## src/rtl/gp64_bit_divider_if.sv

```systemverilog
// rtl/gp64_bit_divider_if.sv - start/operand/result bundle between core and divider
interface gp64_bit_divider_if #(
    parameter int WIDTH = 64
);
    logic             start;
    logic             isSigned;
    logic [WIDTH-1:0] dividend;
    logic [WIDTH-1:0] divisor;
    logic             busy;
    logic             done;
    logic [WIDTH-1:0] quotient;
    logic [WIDTH-1:0] remainder;

    // Core side: issues operations, observes status and results
    modport master (
        output start, isSigned, dividend, divisor,
        input  busy, done, quotient, remainder
    );

    // Divider side
    modport slave (
        input  start, isSigned, dividend, divisor,
        output busy, done, quotient, remainder
    );
endinterface

```

## src/rtl/gp64_bit_divider.sv

```systemverilog
// rtl/gp64_bit_divider.sv - iterative 64-bit restoring divider (DIV/DIVU/REM/REMU)
module gp64_bit_divider #(
    parameter int WIDTH = 64
) (
    input  logic                    clk,
    input  logic                    rst,
    gp64_bit_divider_if.slave       bus
);
    typedef enum logic [1:0] {S_IDLE, S_RUN, S_FIX} state_t;

    localparam logic [WIDTH-1:0] MIN_NEG = {1'b1, {(WIDTH-1){1'b0}}};
    localparam logic [WIDTH-1:0] ALL_ONE = {WIDTH{1'b1}};

    state_t           state_q;
    logic [5:0]       cnt_q;
    logic             neg_q_q;
    logic             neg_r_q;
    logic [WIDTH-1:0] dq_q;        // dividend shifts out the top, quotient bits shift in the bottom
    logic [WIDTH-1:0] rem_q;       // partial remainder
    logic [WIDTH-1:0] div_q;       // working (absolute) divisor
    logic             busy_q;
    logic             done_q;
    logic [WIDTH-1:0] quotient_q;
    logic [WIDTH-1:0] remainder_q;

    logic [WIDTH:0]   shifted_d;
    logic             borrow_d;
    logic [WIDTH-1:0] diff_d;
    logic [WIDTH-1:0] dvd_abs_d;
    logic [WIDTH-1:0] dvs_abs_d;
    logic             div_zero_d;
    logic             ovf_d;

    // Trial subtraction for one restoring step and operand preparation at accept
    always_comb begin
        shifted_d  = {rem_q, dq_q[WIDTH-1]};
        // The shifted remainder may need WIDTH+1 bits; compare at full width, and the
        // low WIDTH bits of the difference are exact whenever there is no borrow.
        borrow_d   = (shifted_d < {1'b0, div_q});
        diff_d     = shifted_d[WIDTH-1:0] - div_q;
        dvd_abs_d  = (bus.isSigned && bus.dividend[WIDTH-1]) ? (~bus.dividend + 1'b1) : bus.dividend;
        dvs_abs_d  = (bus.isSigned && bus.divisor[WIDTH-1])  ? (~bus.divisor + 1'b1)  : bus.divisor;
        div_zero_d = (bus.divisor == '0);
        ovf_d      = bus.isSigned && (bus.dividend == MIN_NEG) && (bus.divisor == ALL_ONE);
    end

    // Control FSM with datapath; all outputs are registered
    always_ff @(posedge clk or posedge rst) begin
        if (rst) begin
            state_q     <= S_IDLE;
            cnt_q       <= '0;
            neg_q_q     <= 1'b0;
            neg_r_q     <= 1'b0;
            dq_q        <= '0;
            rem_q       <= '0;
            div_q       <= '0;
            busy_q      <= 1'b0;
            done_q      <= 1'b0;
            quotient_q  <= '0;
            remainder_q <= '0;
        end else begin
            case (state_q)
                S_IDLE: begin
                    done_q <= 1'b0;
                    // The done cycle is still part of the operation, so start is ignored there
                    busy_q <= !done_q && bus.start;
                    if (!done_q && bus.start) begin
                        if (div_zero_d) begin
                            dq_q    <= ALL_ONE;
                            rem_q   <= bus.dividend;
                            neg_q_q <= 1'b0;
                            neg_r_q <= 1'b0;
                            state_q <= S_FIX;
                        end else if (ovf_d) begin
                            dq_q    <= MIN_NEG;
                            rem_q   <= '0;
                            neg_q_q <= 1'b0;
                            neg_r_q <= 1'b0;
                            state_q <= S_FIX;
                        end else begin
                            dq_q    <= dvd_abs_d;
                            rem_q   <= '0;
                            div_q   <= dvs_abs_d;
                            neg_q_q <= bus.isSigned && (bus.dividend[WIDTH-1] ^ bus.divisor[WIDTH-1]);
                            neg_r_q <= bus.isSigned && bus.dividend[WIDTH-1];
                            cnt_q   <= 6'd63;
                            state_q <= S_RUN;
                        end
                    end
                end
                S_RUN: begin
                    rem_q <= borrow_d ? shifted_d[WIDTH-1:0] : diff_d;
                    dq_q  <= {dq_q[WIDTH-2:0], ~borrow_d};
                    cnt_q <= cnt_q - 6'd1;
                    if (cnt_q == 6'd0) begin
                        state_q <= S_FIX;
                    end
                end
                S_FIX: begin
                    quotient_q  <= neg_q_q ? (~dq_q + 1'b1) : dq_q;
                    remainder_q <= neg_r_q ? (~rem_q + 1'b1) : rem_q;
                    done_q      <= 1'b1;
                    state_q     <= S_IDLE;
                end
                default: begin
                    state_q <= S_IDLE;
                end
            endcase
        end
    end

    assign bus.busy      = busy_q;
    assign bus.done      = done_q;
    assign bus.quotient  = quotient_q;
    assign bus.remainder = remainder_q;
endmodule

```

## src/flat_wrapper.sv

```systemverilog
// flat-port wrapper written by rule: the top's interface ports become plain ports
module gp64_bit_divider_flat 
#(
    parameter int WIDTH = 64
)
  (clk, rst, bus_start, bus_isSigned, bus_dividend, bus_divisor, bus_busy, bus_done, bus_quotient, bus_remainder);
  gp64_bit_divider_if #(.WIDTH(WIDTH)) bus_i ();
  input  logic clk;
  input  logic rst;
  input wire logic [$bits(bus_i.start)-1:0] bus_start;
  input wire logic [$bits(bus_i.isSigned)-1:0] bus_isSigned;
  input wire logic [$bits(bus_i.dividend)-1:0] bus_dividend;
  input wire logic [$bits(bus_i.divisor)-1:0] bus_divisor;
  output wire logic [$bits(bus_i.busy)-1:0] bus_busy;
  output wire logic [$bits(bus_i.done)-1:0] bus_done;
  output wire logic [$bits(bus_i.quotient)-1:0] bus_quotient;
  output wire logic [$bits(bus_i.remainder)-1:0] bus_remainder;
  assign bus_i.start = bus_start;
  assign bus_i.isSigned = bus_isSigned;
  assign bus_i.dividend = bus_dividend;
  assign bus_i.divisor = bus_divisor;
  assign bus_busy = bus_i.busy;
  assign bus_done = bus_i.done;
  assign bus_quotient = bus_i.quotient;
  assign bus_remainder = bus_i.remainder;
  gp64_bit_divider #(.WIDTH(WIDTH)) u_core (.clk(clk), .rst(rst), .bus(bus_i));
endmodule
```

## config.mk

```make
export PLATFORM = sky130hd
export DESIGN_NAME = gp64_bit_divider_flat
export DESIGN_NICKNAME = d
export VERILOG_FILES = /design/src/rtl/gp64_bit_divider_if.sv /design/src/rtl/gp64_bit_divider.sv /design/src/flat_wrapper.sv
export SDC_FILE = /design/constraint.sdc
export NUM_CORES = 1
export LEC_CHECK = 0
export ABC_AREA = 0
export CORE_MARGIN = 4
export CORE_UTILIZATION = 30
export CTS_BUF_LIST = sky130_fd_sc_hd__clkbuf_16
export CTS_CLUSTER_DIAMETER = 50
export CTS_CLUSTER_SIZE = 16
export DETAILED_ROUTE_END_ITERATION = 10
export SYNTH_ARGS = -nofsm -noshare
export SYNTH_HDL_FRONTEND = slang
export SYNTH_SLANG_ARGS = --single-unit
```

## constraint.sdc

```tcl
create_clock -name clk -period 15 [get_ports clk]
set_input_delay 3 -clock clk [delete_from_list [all_inputs] [get_ports clk]]
set_output_delay 3 -clock clk [all_outputs]
set_load 0.005 [all_outputs]
```

======== Yosys cells after proc, flatten, opt, wreduce, memory -nomap -nowiden ========
Cells that the tools add are included.
storage, ports and cells
  flip-flop bits (word level) ............. 332
  bits of input ports ..................... 132
  output and inout bits ................... 130
operators by class
  $add $sub $neg .......................... 6
  magnitude comparators ................... 1
  eq/ne operators ......................... 8
  muxes and demuxes ....................... 26
  bitwise logic cells ..................... 8
  reduce and logical (&&, ||, !) cells .... 17
operator list
  operator                                                                 number
  64-bit 2-to-1 mux                                                        10
  64-bit by 1-bit adder with 64-bit output, second input constant          4
  64-bit inverter                                                          4
  64-bit one-hot mux with 2 select lines                                   2
  64-bit == test, second input constant                                    2
  65-bit by 64-bit less-than comparator with 1-bit output                  1
  64-bit logical NOT                                                       1
  64-bit subtractor                                                        1
  6-bit 2-to-1 mux                                                         3
  6-bit one-hot mux with 2 select lines                                    1
  2-bit 2-to-1 mux                                                         4
  4-bit AND reduction                                                      2
  1-bit logical AND                                                        6
  6-bit logical NOT                                                        1
  2-bit AND reduction                                                      3
  6-bit by 1-bit subtractor with 6-bit output, second input constant       1
  1-bit 2-to-1 mux                                                         4
  2-bit by 1-bit inequality test with 1-bit output, second input constant  2
  2-bit inequality test, second input constant                             2
  2-bit one-hot mux with 2 select lines                                    1
  2-bit nonzero test                                                       2
  1-bit inverter                                                           3
  2-bit by 1-bit == test with 1-bit output, second input constant          1
  2-bit == test, second input constant                                     1
  4 further kinds                                                          4

======== Logic depth before layout (Yosys ltp) ========
  word-level depth ........................ 7
  depth in mapped cells ................... 16

======== Least setup slack after synthesis ========
Ideal clock, no wire load.
  kind .................................... input-to-reg
  from .................................... input port bus_dividend[34]
  to ...................................... register u_core.dq_q[41]
  setup time .............................. 134 ps
  arrival time ............................ 6203 ps
  slack ................................... 8663 ps
  stages .................................. 12
  buffers on the path ..................... 2
  path through ............................ or4_1 -> nor4_1 -> nand2b_1 -> or2_2 -> or4b_1 -> or2_2 -> or3_1 -> clkbuf_1 -> and2_1 -> clkbuf_1 -> a21oi_1 -> o31ai_1
on the way
  cells in the longest elaborated chain, start to end .. 7
  elaborated cells between the ends (all ways) .. 10
  those cells by class .................... add/sub: 1; eq/ne: 1; mux: 5; bitwise: 1; reduce/logical: 2
RTL lines
  item                                                                                  line                                            RTL
  start: declaration                                                                    flat_wrapper.sv:12                              input wire logic [$bits(bus_i.dividend)-1:0] bus_dividend;
  64-bit inverter / 64-bit == test (equally long branches)                              gp64_bit_divider.sv:41, gp64_bit_divider.sv:44
  64-bit by 1-bit adder with 64-bit output / 1-bit logical AND (equally long branches)  gp64_bit_divider.sv:41, gp64_bit_divider.sv:44
  64-bit 2-to-1 mux / 1-bit logical AND (equally long branches)                         gp64_bit_divider.sv:41, gp64_bit_divider.sv:44
  64-bit 2-to-1 mux *                                                                   gp64_bit_divider.sv:74                          end else if (ovf_d) begin
  64-bit 2-to-1 mux *                                                                   gp64_bit_divider.sv:68                          if (div_zero_d) begin
  64-bit 2-to-1 mux *                                                                   gp64_bit_divider.sv:67                          if (!done_q && bus.start) begin
  64-bit one-hot mux with 2 select lines *                                              gp64_bit_divider.sv:62                          case (state_q)
  end signal: assignment                                                                gp64_bit_divider.sv:81                          dq_q <= dvd_abs_d;
  end signal: assignment                                                                gp64_bit_divider.sv:93                          dq_q <= {dq_q[WIDTH-2:0], ~borrow_d};
  end: declaration                                                                      gp64_bit_divider.sv:18                          logic [WIDTH-1:0] dq_q;
Every way passes the cells marked *; elsewhere a longest branch is shown, timed or not. The select of a mux whose other input is x is not followed.
A chain may end at the register's enable or synchronous reset.

======== Final worst setup path ========
  from .................................... input port bus_divisor[11]
  to ...................................... register u_core.div_q[42]
on the way
  cells in the longest elaborated chain, start to end .. 4
  elaborated cells between the ends (all ways) .. 9
  those cells by class .................... add/sub: 1; eq/ne: 1; mux: 1; bitwise: 3; reduce/logical: 3
RTL lines
  item                                                                                              line                    RTL
  start: declaration                                                                                flat_wrapper.sv:13      input wire logic [$bits(bus_i.divisor)-1:0] bus_divisor;
  parallel branches: the longest is 4 deep, another holds 64-bit by 1-bit adder with 64-bit output  --
  end signal: assignment                                                                            gp64_bit_divider.sv:83  div_q <= dvs_abs_d;
  end: declaration                                                                                  gp64_bit_divider.sv:20  logic [WIDTH-1:0] div_q;
Several ways; the timed one is not identified.

==> flow_summary_export.csv <==
group,metric,value,unit
clock_tree,clockBufferDepth,3,
timing,relSlewSlack,26.8,%
min_path,hold_path_class,"register to register",
drt,first_pass_iters,5,
yosys,synthXorXnorAreaFrac,11.6,%
drt,routedWlPerCell,20.7,µm
global_routing,antenna_found_initial,6,
timing,rsz0062_at_grt,"no",
drt,drt_iter0_drc,1878,
floorplan,die_w,287,µm
timing,finalHoldWorstSlack,0.476,ns
timing,skew,0.0274,ns
clock_tree,cts_tree,"built",
clock_tree,post_cts_resized,0,
min_path,min_to,"u_core.bus.quotient[10]$_DFFE_PP0P_",
clock_tree,postCtsHoldBufs,0,
drt,drc_errors,0,
setup_path,r2r-end,"u_core.rem_q[25]$_DFFE_PP0P_",
timing,worst_slack,7.16,ns
yosys,synth_cell_types,71,
setup_path,critPathLaunchType,"input port",
timing,finalCritPeriodShare,52.3,%
finish,final_nets,3231,
yosys,synth_edf_count,0,
drt,vias_per_cell,5.36,
finish,drive_above_1_share,4.85,%
pwr,leakage,11.6,nW
setup_path,critPathArrivalTime,8.34,ns
yosys,synth.mux.area_fraction,0.774,%
timing,hold_violations,0,
global_routing,grt_max_degree,155,
yosys,synth_top_family_by_area,"compound AO/OA/AOI/OAI gates",
yosys,syn_area_per_cell,8.11,µm²
yosys,syn_area,23300,µm²
setup_path,regToRegSetupSlack,9.86,ns
finish,fin_cells,4103,
global_routing,grt-ovfl-total,0,
setup_path,worst_setup_path_end_kind,"register",
drt,wl,85000,µm
yosys,synth_seq_cells,332,
yosys,synthArstFlopShare,100,%
yosys,netlist_instances,2871,
pwr,powerDensity,153,nW/µm²
floorplan,die_h,287,µm
place,port_buffers,261,
drt,ant_nets,0,
timing,fmax,0.128,GHz
yosys,synth_flop_cell,"dfrtp_1",
floorplan,initial_core_util,30.4,%
setup_path,critical_path.max_fanout,105,
place,globalplace.congestion,0.897,
timing,slew_violations,0,
setup_path,reg2reg_from,"u_core.rem_q[17]$_DFFE_PP0P_",
min_path,worstHoldPathCells,2,
floorplan,ioPinCount,262,
finish,fin_util,37.5,%
clock_tree,cts_buffers,53,
pwr,power,4.40,mW
finish,synthToLayoutAreaGrowth,23.2,%
yosys,synthAdderAreaFrac,3.90,%
yosys,synth_nets,3075,
pwr,irDropWorstVdd,0.0984,mV
place,place_area,26700,µm²
setup_path,worstPathRequired,15.50,ns
outcome,status,"finished, final reports clean",
clock_tree,cts_setup_buffers,0,
yosys,yosys.area_share.simple,19.7,%
place,dp_slack,6.57,ns
timing,tns,0,ns
timing,tightestPinTransition,1.10,ns
place,post-place-cells,4002,
setup_path,crit_type,"input port to register",
setup_path,reg2regPathDepth,12,
yosys,ys_seq_area_share,35.7,%
timing,final-setup-viol-count,0,
floorplan,dieArea,82100,µm²
global_routing,grtUsageTotal,20.0,%
yosys,synth-compound-area-share,23.7,%
clock_tree,cts_root_buf,"clkbuf_16",
clock_tree,clk_latency,0.61,ns
job,cap_violations,0,
clock_tree,cts_htree_levels,2,
clock_tree,clkSinkCount,332,
global_routing,grt_pass1_vias,20600,
finish,num-fill-cells,7915,
place,dp_hpwl,64300,µm
yosys,synth_warnings,0,
min_path,min_from,"u_core.bus.quotient[10]$_DFFE_PP0P_",
floorplan,rows,101,
clock_tree,clk_pin_slew,0.05,ns
timing,period_needed,7.84,ns
drt,via_count,22000,
finish,final_area,28700,µm²
global_routing,grt_pass1_wl,130000,µm
floorplan,core,76500,µm²
==> placed cells by master (no fill, tap or decap), drive strengths merged, types with 15 or more instances in the layout <==
cell type      instances
nor2b                 15
a31oi                 45
a21o                  17
o21bai                19
a21oi                259
clkdlybuf4s50        261
and3                  54
xnor2                 97
nor4                  39
xor2                 210
clkbuf                53
inv                  129
or3                   25
nand2                382
a221o                 21
nor3                  42
o31ai                 72
a22oi                 19
o21a                  15
o41ai                 36
nand4                 43
nor2                 184
o21ai                292
mux2i                 18
nand2b                36
buf                   25
or4                   38
dfrtp                332
nand3                 45
ha                    71
a211oi                31
==> where the power goes <==
group          leakage, nW  internal (mW)  switching, mW
Clock                0.962          0.853          0.505
Sequential            4.06           1.06          0.301
Combinational         6.58          0.712          0.971
==> synthesized netlist by cell type, types with 21 or more instances <==
library cell	n	area, µm²
a21oi_1	259	1300
o41ai_1	36	315
or4_1	35	263
nand2_1	382	1430
nand4_1	42	263
clkbuf_1	158	593
nand2b_1	36	225
o21ai_0	288	1440
a221o_1	21	210
or3_1	24	150
dfrtp_1	332	8310
o31ai_1	71	533
inv_1	101	379
nor2_1	184	691
xor2_1	210	1840
ha_1	71	888
and3_1	54	338
nor3_1	42	210
xnor2_1	97	850
a31oi_1	45	282
nor4_1	39	244
a211oi_1	31	233
nand3_1	45	225
==> area by class of cell <==
class,instances,area [µm²],area share (%)
Antenna cell,1,2.50,0.00873
Inverter,101,387,1.35
Tap cell,1030,1290,4.49
Clock buffer,53,1330,4.62
Sequential cell,332,8310,29.0
Clock inverter,47,618,2.16
Timing Repair Buffer,286,2810,9.81
Multi-Input combinational cell,2253,13900,48.6
==> kinds of logic after synthesis <==
family          count (synthesis)
flops                         332
compound gates                903
xor+xnor                      307
buf+inv                       286
mux                            18
fa+ha+maj                      72
simple gates                  953
==> worst max-delay path by stage <==
stage	start	endpoint	slack, ns	cells past startpoint
5_1_grt	bus_divisor[11]	u_core.div_q[59]$_DFFE_PP0P_	6.53	12
4_1_cts	bus_divisor[11]	u_core.div_q[61]$_DFFE_PP0P_	7.20	12
3_5_place_dp	bus_divisor[11]	u_core.div_q[61]$_DFFE_PP0P_	6.57	12
3_3_place_gp	bus_divisor[11]	u_core.div_q[63]$_DFFE_PP0P_	6.73	12
2_1_floorplan	rst	u_core.bus.busy$_DFFE_PP0P_	2.80	1
6_report	bus_divisor[11]	u_core.div_q[42]$_DFFE_PP0P_	7.16	13
==> critical path, stage by stage <==
cell	delay, ns
clkdlybuf4s50_1	0.55
nor4_1	0.44
nand4b_1	0.25
or4_1	0.71
nor3_1	0.63
nand2_1	0.24
nor3_2	0.15
buf_4	0.57
nor2_1	0.19
nand2_4	0.36
buf_4	0.83
nor2_1	0.13
a21oi_1	0.17
==> metal layers <==
layer	wire, µm	share of wire [%]	global-route usage (%)
met5	54	0.063	0
met4	1770	2.1	4.25
met3	6060	7.1	2.99
met2	36300	43	29.8
met1	40900	48	30.6
==> sequential cells by signal, summed over array words and instances, names as in the netlist <==
signal and flops:
u_core.bus.quotient 64, u_core.bus.remainder 64, u_core.div_q 64, u_core.dq_q 64
u_core.rem_q 64, u_core.cnt_q 6, u_core.state_q 2, u_core.bus.busy 1
u_core.bus.done 1, u_core.neg_q_q 1, u_core.neg_r_q 1
Power figures use the tool's default switching activity.
==> patch 1, RTL diff (same flow settings) <==
The 3 states of `state_t` get a one-hot encoding in 3 bits.
--- a/src/rtl/gp64_bit_divider.sv
+++ b/src/rtl/gp64_bit_divider.sv
@@ -6,7 +6,7 @@
     input  logic                    rst,
     gp64_bit_divider_if.slave       bus
 );
-    typedef enum logic [1:0] {S_IDLE, S_RUN, S_FIX} state_t;
+    typedef enum logic [2:0] {S_IDLE = 3'b001, S_RUN = 3'b010, S_FIX = 3'b100} state_t;
 
     localparam logic [WIDTH-1:0] MIN_NEG = {1'b1, {(WIDTH-1){1'b0}}};
     localparam logic [WIDTH-1:0] ALL_ONE = {WIDTH{1'b1}};
Function: no difference found for any inputs over 4 cycles, from zero or initial values and one cycle with rst high; so few cycles prove little.
==> patch 1 against the unedited design <==
Via count decreased by 1.5%. Wire length down 0.85%. Design area shrank 1.8%. Worst setup slack worse by 0.15 ns. Fmax decreased by 1.9%. Sequential cell count rose by 1. Power is 28% higher. Utilization shrank 0.48 points. Area after synthesis fell by 0.79%.
==> patch 1: results (changes against the unedited design) <==
Layout
  – Comb_multi_in: 2,221 (was 2,253)
  – Antenna cells: 7 (was 1)
  – Share of cells above drive strength 1: 0.04944 (was 0.04850)
  – Number of non-clock buffers: 285 (was 286)
  – Non-clock inverters: 110 (was 101)
  – NonClk Buf Share: 0.09912 (was 0.09807)
  – Nets@finish: 3,202 (was 3,231)
  – # fillers: 8,069 (was 7,915)

Detailed routing
  – Routed WL: 84,320 um (was 85,050 um)
  – DR WL/cell: 20.71 um (was 20.73 um)
  – DR iter-0 viols: 1,709 (was 1,878)
  – Met2 Wirelength: 41,560 um (was 36,260 um)

Global route
  – Vias in the first global route: 21,346 (was 20,575)
  – GR Util All Layers: 0.2010 (was 0.2003)
  – M1 GR Usage: 0.2604 (was 0.3059)
  – First-pass GRT wire length: 129,400 um (was 129,500 um)
  – M2 GR Usage: 0.3486 (was 0.2979)

Synth
  – Top cells by area, synth: dfrtp_1 36%, xor2_1 7.1%, o21ai_0 6.6%, nand2_1 6.1%, a21oi_1 4.9% (was dfrtp_1 36%, xor2_1 7.9%, o21ai_0 6.2%, nand2_1 6.2%, a21oi_1 5.6%)
  – Synthesized area per cell: 8.123 sq um (was 8.105 sq um)
  – Syn nets: 3,046 (was 3,075)
  – Seq/Total Area, Yosys: 0.3610 (was 0.3570)

Worst setup path
  – Slowest cell on crit path: nor4_1 (was buf_4)
  – CP Max Fanout: 73 (was 105)
  – Slowest stage delay, CP: 0.74 ns (was 0.83 ns)

Run status
  – Run status: finished, final reports clean (unchanged)

Power and ir drop
  – Leakage: 11.47 nW (was 11.61 nW)
  – Worst vdd ir: 0.1072 mV (was 0.09843 mV)
-- patch 1: cell types whose count changed in the layout (fill, tap and decap cells not counted), moves of 20 or more --
| cell | unedited run | this run |
|---|---|---|
| a21oi_1 | 259 | 224 |
| xnor2_1 | 97 | 117 |
| a211oi_1 | 31 | 56 |
| nand3_1 | 44 | 75 |
| xor2_1 | 210 | 186 |
| nor3_1 | 40 | 63 |
| and3_1 | 54 | 23 |
-- patch 1: per-stage QoR --
step | cell area, sq um | util | power (W) | setup WS, ns
after detailed placement | 26500 | 0.3484 | 0.004454 | 6.587
final | 28180 | 0.3704 | 0.005640 | 7.010
after floorplan | 23090 | - | 0.003575 | 2.777
after CTS | 28160 | 0.3701 | 0.005654 | 7.205
after global routing | 28170 | 0.3703 | 0.006064 | 6.810
after global placement | 26500 | 0.3484 | 0.004440 | 6.761
-- patch 1: final timing paths --
kind / from / to / slack, ns / cells after the start
worst max-delay path: bus_dividend[23] / u_core.div_q[63]$_DFFE_PP0P_ / 7.01 / 11
worst min-delay path: u_core.bus.remainder[34]$_DFFE_PP0P_ / u_core.bus.remainder[34]$_DFFE_PP0P_ / 0.47 / 2
worst max register to register: u_core.div_q[1]$_DFFE_PP0P_ / u_core.rem_q[18]$_DFFE_PP0P_ / 9.94 / 14
worst min register to register: u_core.bus.remainder[34]$_DFFE_PP0P_ / u_core.bus.remainder[34]$_DFFE_PP0P_ / 0.47 / 2
max in group asynchronous: rst / u_core.bus.quotient[26]$_DFFE_PP0P_ / 9.91 / 4
min in group asynchronous: rst / u_core.div_q[57]$_DFFE_PP0P_ / 2.89 / 2
-- patch 1: report_power, final --
part / total (W) / internal [W] / switching (W)
Sequential: 0.00154 / 0.00116 / 0.000386
Combinational: 0.00292 / 0.00108 / 0.00184
Clock: 0.00117 / 0.000699 / 0.000474
==> patch 2, RTL diff (same flow settings) <==
Made on the original files. `WIDTH` is set to 64 in 3 places; all go to 56.
--- a/src/rtl/gp64_bit_divider_if.sv
+++ b/src/rtl/gp64_bit_divider_if.sv
@@ -1,6 +1,6 @@
 // rtl/gp64_bit_divider_if.sv - start/operand/result bundle between core and divider
 interface gp64_bit_divider_if #(
-    parameter int WIDTH = 64
+    parameter int WIDTH = 56
 );
     logic             start;
     logic             isSigned;
--- a/src/rtl/gp64_bit_divider.sv
+++ b/src/rtl/gp64_bit_divider.sv
@@ -1,6 +1,6 @@
 // rtl/gp64_bit_divider.sv - iterative 64-bit restoring divider (DIV/DIVU/REM/REMU)
 module gp64_bit_divider #(
-    parameter int WIDTH = 64
+    parameter int WIDTH = 56
 ) (
     input  logic                    clk,
     input  logic                    rst,
--- a/src/flat_wrapper.sv
+++ b/src/flat_wrapper.sv
@@ -1,7 +1,7 @@
 // flat-port wrapper written by rule: the top's interface ports become plain ports
 module gp64_bit_divider_flat 
 #(
-    parameter int WIDTH = 64
+    parameter int WIDTH = 56
 )
   (clk, rst, bus_start, bus_isSigned, bus_dividend, bus_divisor, bus_busy, bus_done, bus_quotient, bus_remainder);
   gp64_bit_divider_if #(.WIDTH(WIDTH)) bus_i ();
Interface: changed (resized bus_dividend, bus_divisor, bus_quotient and bus_remainder); port bits go from 262 to 230. The function was not compared with the original's and may differ.
==> patch 2 against the unedited design <==
Area after synthesis down 14%. Clock skew down 0.00073 ns. Sequential share of layout area up 0.99 points. Final cell count down 15%. Wire length down 19%. Die area down 13%. Worst setup slack better by 0.58 ns. Via count down 16%. Design area down 15%. Power up 27%. Synthesized cell count down 15%. Clock power down 31%. Critical path depth down 5. Sequential cell count down 40. Critical endpoint is now u_core.div_q[50]$_DFFE_PP0P_. Largest cell class unchanged. Highest routed layer unchanged.
==> patch 2: results (changes against the unedited design) <==
Clocking
  – Total setup buffers inserted after CTS: 0 (unchanged)
  – CTS Buf Count: 37 (was 53)
  – Clock Path Buffers: 3 (unchanged)
  – Clock root buffer: clkbuf_16 (unchanged)
  – Clk slew on worst S/H paths: roughly 0.060 ns
  – Worst skew pair latency: 0.56 ns (was 0.61 ns)

Global route
  – First-pass GRT wire length: 105,200 um (was 129,500 um)
  – Vias in the first global route: 17,313 (was 20,575)
  – GR Util All Layers: 0.1867 (was 0.2003)
  – Largest net degree at the start of global routing: 109 (was 155)
  – Antenna violations before repair: 8 (was 6)

Synth
  – Synth warn: 0 (unchanged)
  – Synth top cells by count: 344 x o21ai_0, 333 x nand2_1, 292 x dfrtp_1, 203 x a21oi_1, 188 x xor2_1 (was 382 x nand2_1, 332 x dfrtp_1, 288 x o21ai_0, 259 x a21oi_1, 210 x xor2_1)
  – Seq/Total Area, Yosys: 0.3643 (was 0.3570)
  – Syn nets: 2,624 (was 3,075)
  – Top cells by area, synth: dfrtp_1 36%, o21ai_0 8.6%, xor2_1 8.2%, nand2_1 6.2%, a21oi_1 5.1% (was dfrtp_1 36%, xor2_1 7.9%, o21ai_0 6.2%, nand2_1 6.2%, a21oi_1 5.6%)
  – Post-synth top flop: dfrtp_1 (unchanged)
  – Synth unique cells: 77 (was 71)

Timing
  – Relative slew slack: 0.1423 (was 0.2677)
  – Final hold vios: 0 (unchanged)
  – Setup ws final: 7.742 ns (was 7.162 ns)
  – Clk_skew: 0.02669 ns (was 0.02742 ns)

Detailed routing
  – DR WL/cell: 19.74 um (was 20.73 um)
  – Vias per Instance: 5.294 (was 5.364)
  – DRT Pass-1 Iters: 7 (was 5)
  – DR iter-0 viols: 1,685 (was 1,878)

Power and ir drop
  – Internal power: 0.002891 W (was 0.002621 W)
  – Leakage: 9.836 nW (was 11.61 nW)
  – Worst vdd ir: 0.1209 mV (was 0.09843 mV)

Worst setup path
  – CP Max Fanout: 29 (was 105)
  – Slowest cell on crit path: nand2_1 (was buf_4)
  – Arrival @ worst endpoint: 7.65 ns (was 8.34 ns)
  – Worst r2r path cells: 10 (was 12)
  – CP top delay family: simple AND/OR/NAND/NOR gates (unchanged)
  – Slowest stage delay, CP: 0.86 ns (was 0.83 ns)

Worst hold path
  – Hold WC Path Type: flop to flop (unchanged)

Placement
  – Dpl cell area: 23,080 sq um (was 26,730 sq um)
  – Number of port buffers: 229 (was 261)
  – GP Congestion: 0.9154 (was 0.8971)
  – Post-DP HPWL: 52,270 um (was 64,320 um)
  – Pre-CTS WS: 7.208 ns (was 6.567 ns)

Layout
  – # fillers: 6,888 (was 7,915)
  – Share of cells above drive strength 1: 0.04472 (was 0.04850)
  – Nets@finish: 2,767 (was 3,231)

Run status
  – Run status: finished, final reports clean (unchanged)
==> patch 2: cell count changes after synthesis, sizes merged, moves of 20 or more <==
cell	delta
dfrtp	-40
o21ai	+58
nand3	-23
nand2	-49
xor2	-22
clkbuf	-20
a21oi	-56
a31oi	-36
nor2	-60
==> patch 2: per-stage QoR <==
stage / hold slack, ns / utilization / instances
2_1_floorplan: 0.4498 / - / 2444
3_3_place_gp: 0.4609 / 0.3498 / 3412
3_5_place_dp: 0.4696 / 0.3498 / 3412
4_1_cts: 0.4827 / 0.3694 / 3480
5_1_grt: 0.4931 / 0.3695 / 3484
6_report: 0.4746 / 0.3696 / 3485
==> patch 2: cell type report <==
cell class | count | share of cell area
Multi-Input combinational cell | 1922 | 0.4887
Sequential cell | 292 | 0.2997
Timing Repair Buffer | 251 | 0.1008
Tap cell | 864 | 0.04433
Clock buffer | 39 | 0.04002
Inverter | 83 | 0.01308
Clock inverter | 29 | 0.01288
Antenna cell | 5 | 0.0005131
==> patch 2: routing by layer <==
metal	share of wire	GRT usage	wire, um
met1	0.49	0.2771	33390
met2	0.43	0.2831	29790
met3	0.062	0.03346	4234
met4	0.020	0.04298	1343
met5	0.00038	0	26
==> patch 2: path summary, 6_finish.rpt <==
path                       slack (ns)                                    to                                 from
min                              0.47   u_core.bus.quotient[21]$_DFFE_PP0P_  u_core.bus.quotient[21]$_DFFE_PP0P_
min in group asynchronous        2.96    u_core.bus.quotient[6]$_DFFE_PP0P_                                  rst
max reg2reg                     10.50  u_core.bus.remainder[55]$_DFFE_PP0P_          u_core.rem_q[5]$_DFFE_PP0P_
max                              7.74          u_core.div_q[50]$_DFFE_PP0P_                      bus_dividend[2]
min reg2reg                      0.47   u_core.bus.quotient[21]$_DFFE_PP0P_  u_core.bus.quotient[21]$_DFFE_PP0P_
max in group asynchronous       10.56  u_core.bus.remainder[51]$_DFFE_PP0P_                                  rst
==> patch 2: power by group through the flow <==
stage / Clock, W / Sequential, W / Combinational, W
final: 0.000936 / 0.00145 / 0.00319
after global routing: 0.000991 / 0.00149 / 0.00356
after CTS: 0.000958 / 0.00144 / 0.00317
after detailed placement: 0 / 0.00145 / 0.00315
after global placement: 0 / 0.00145 / 0.00315
after floorplan: 0 / 0.00130 / 0.00239
==> patch 2: worst min-delay path, stage by stage, from the launching register on <==
cell     delay (ns)
dfrtp_1        0.34
nand2_1        0.04
o21ai_0        0.05
==> patch 2: cell families after synthesis <==
family | synth area share
buf+inv | 0.04392
mux | 0.009170
xor+xnor | 0.1166
compound gates | 0.2502
simple gates | 0.1755
fa+ha+maj | 0.04030
flops | 0.3643
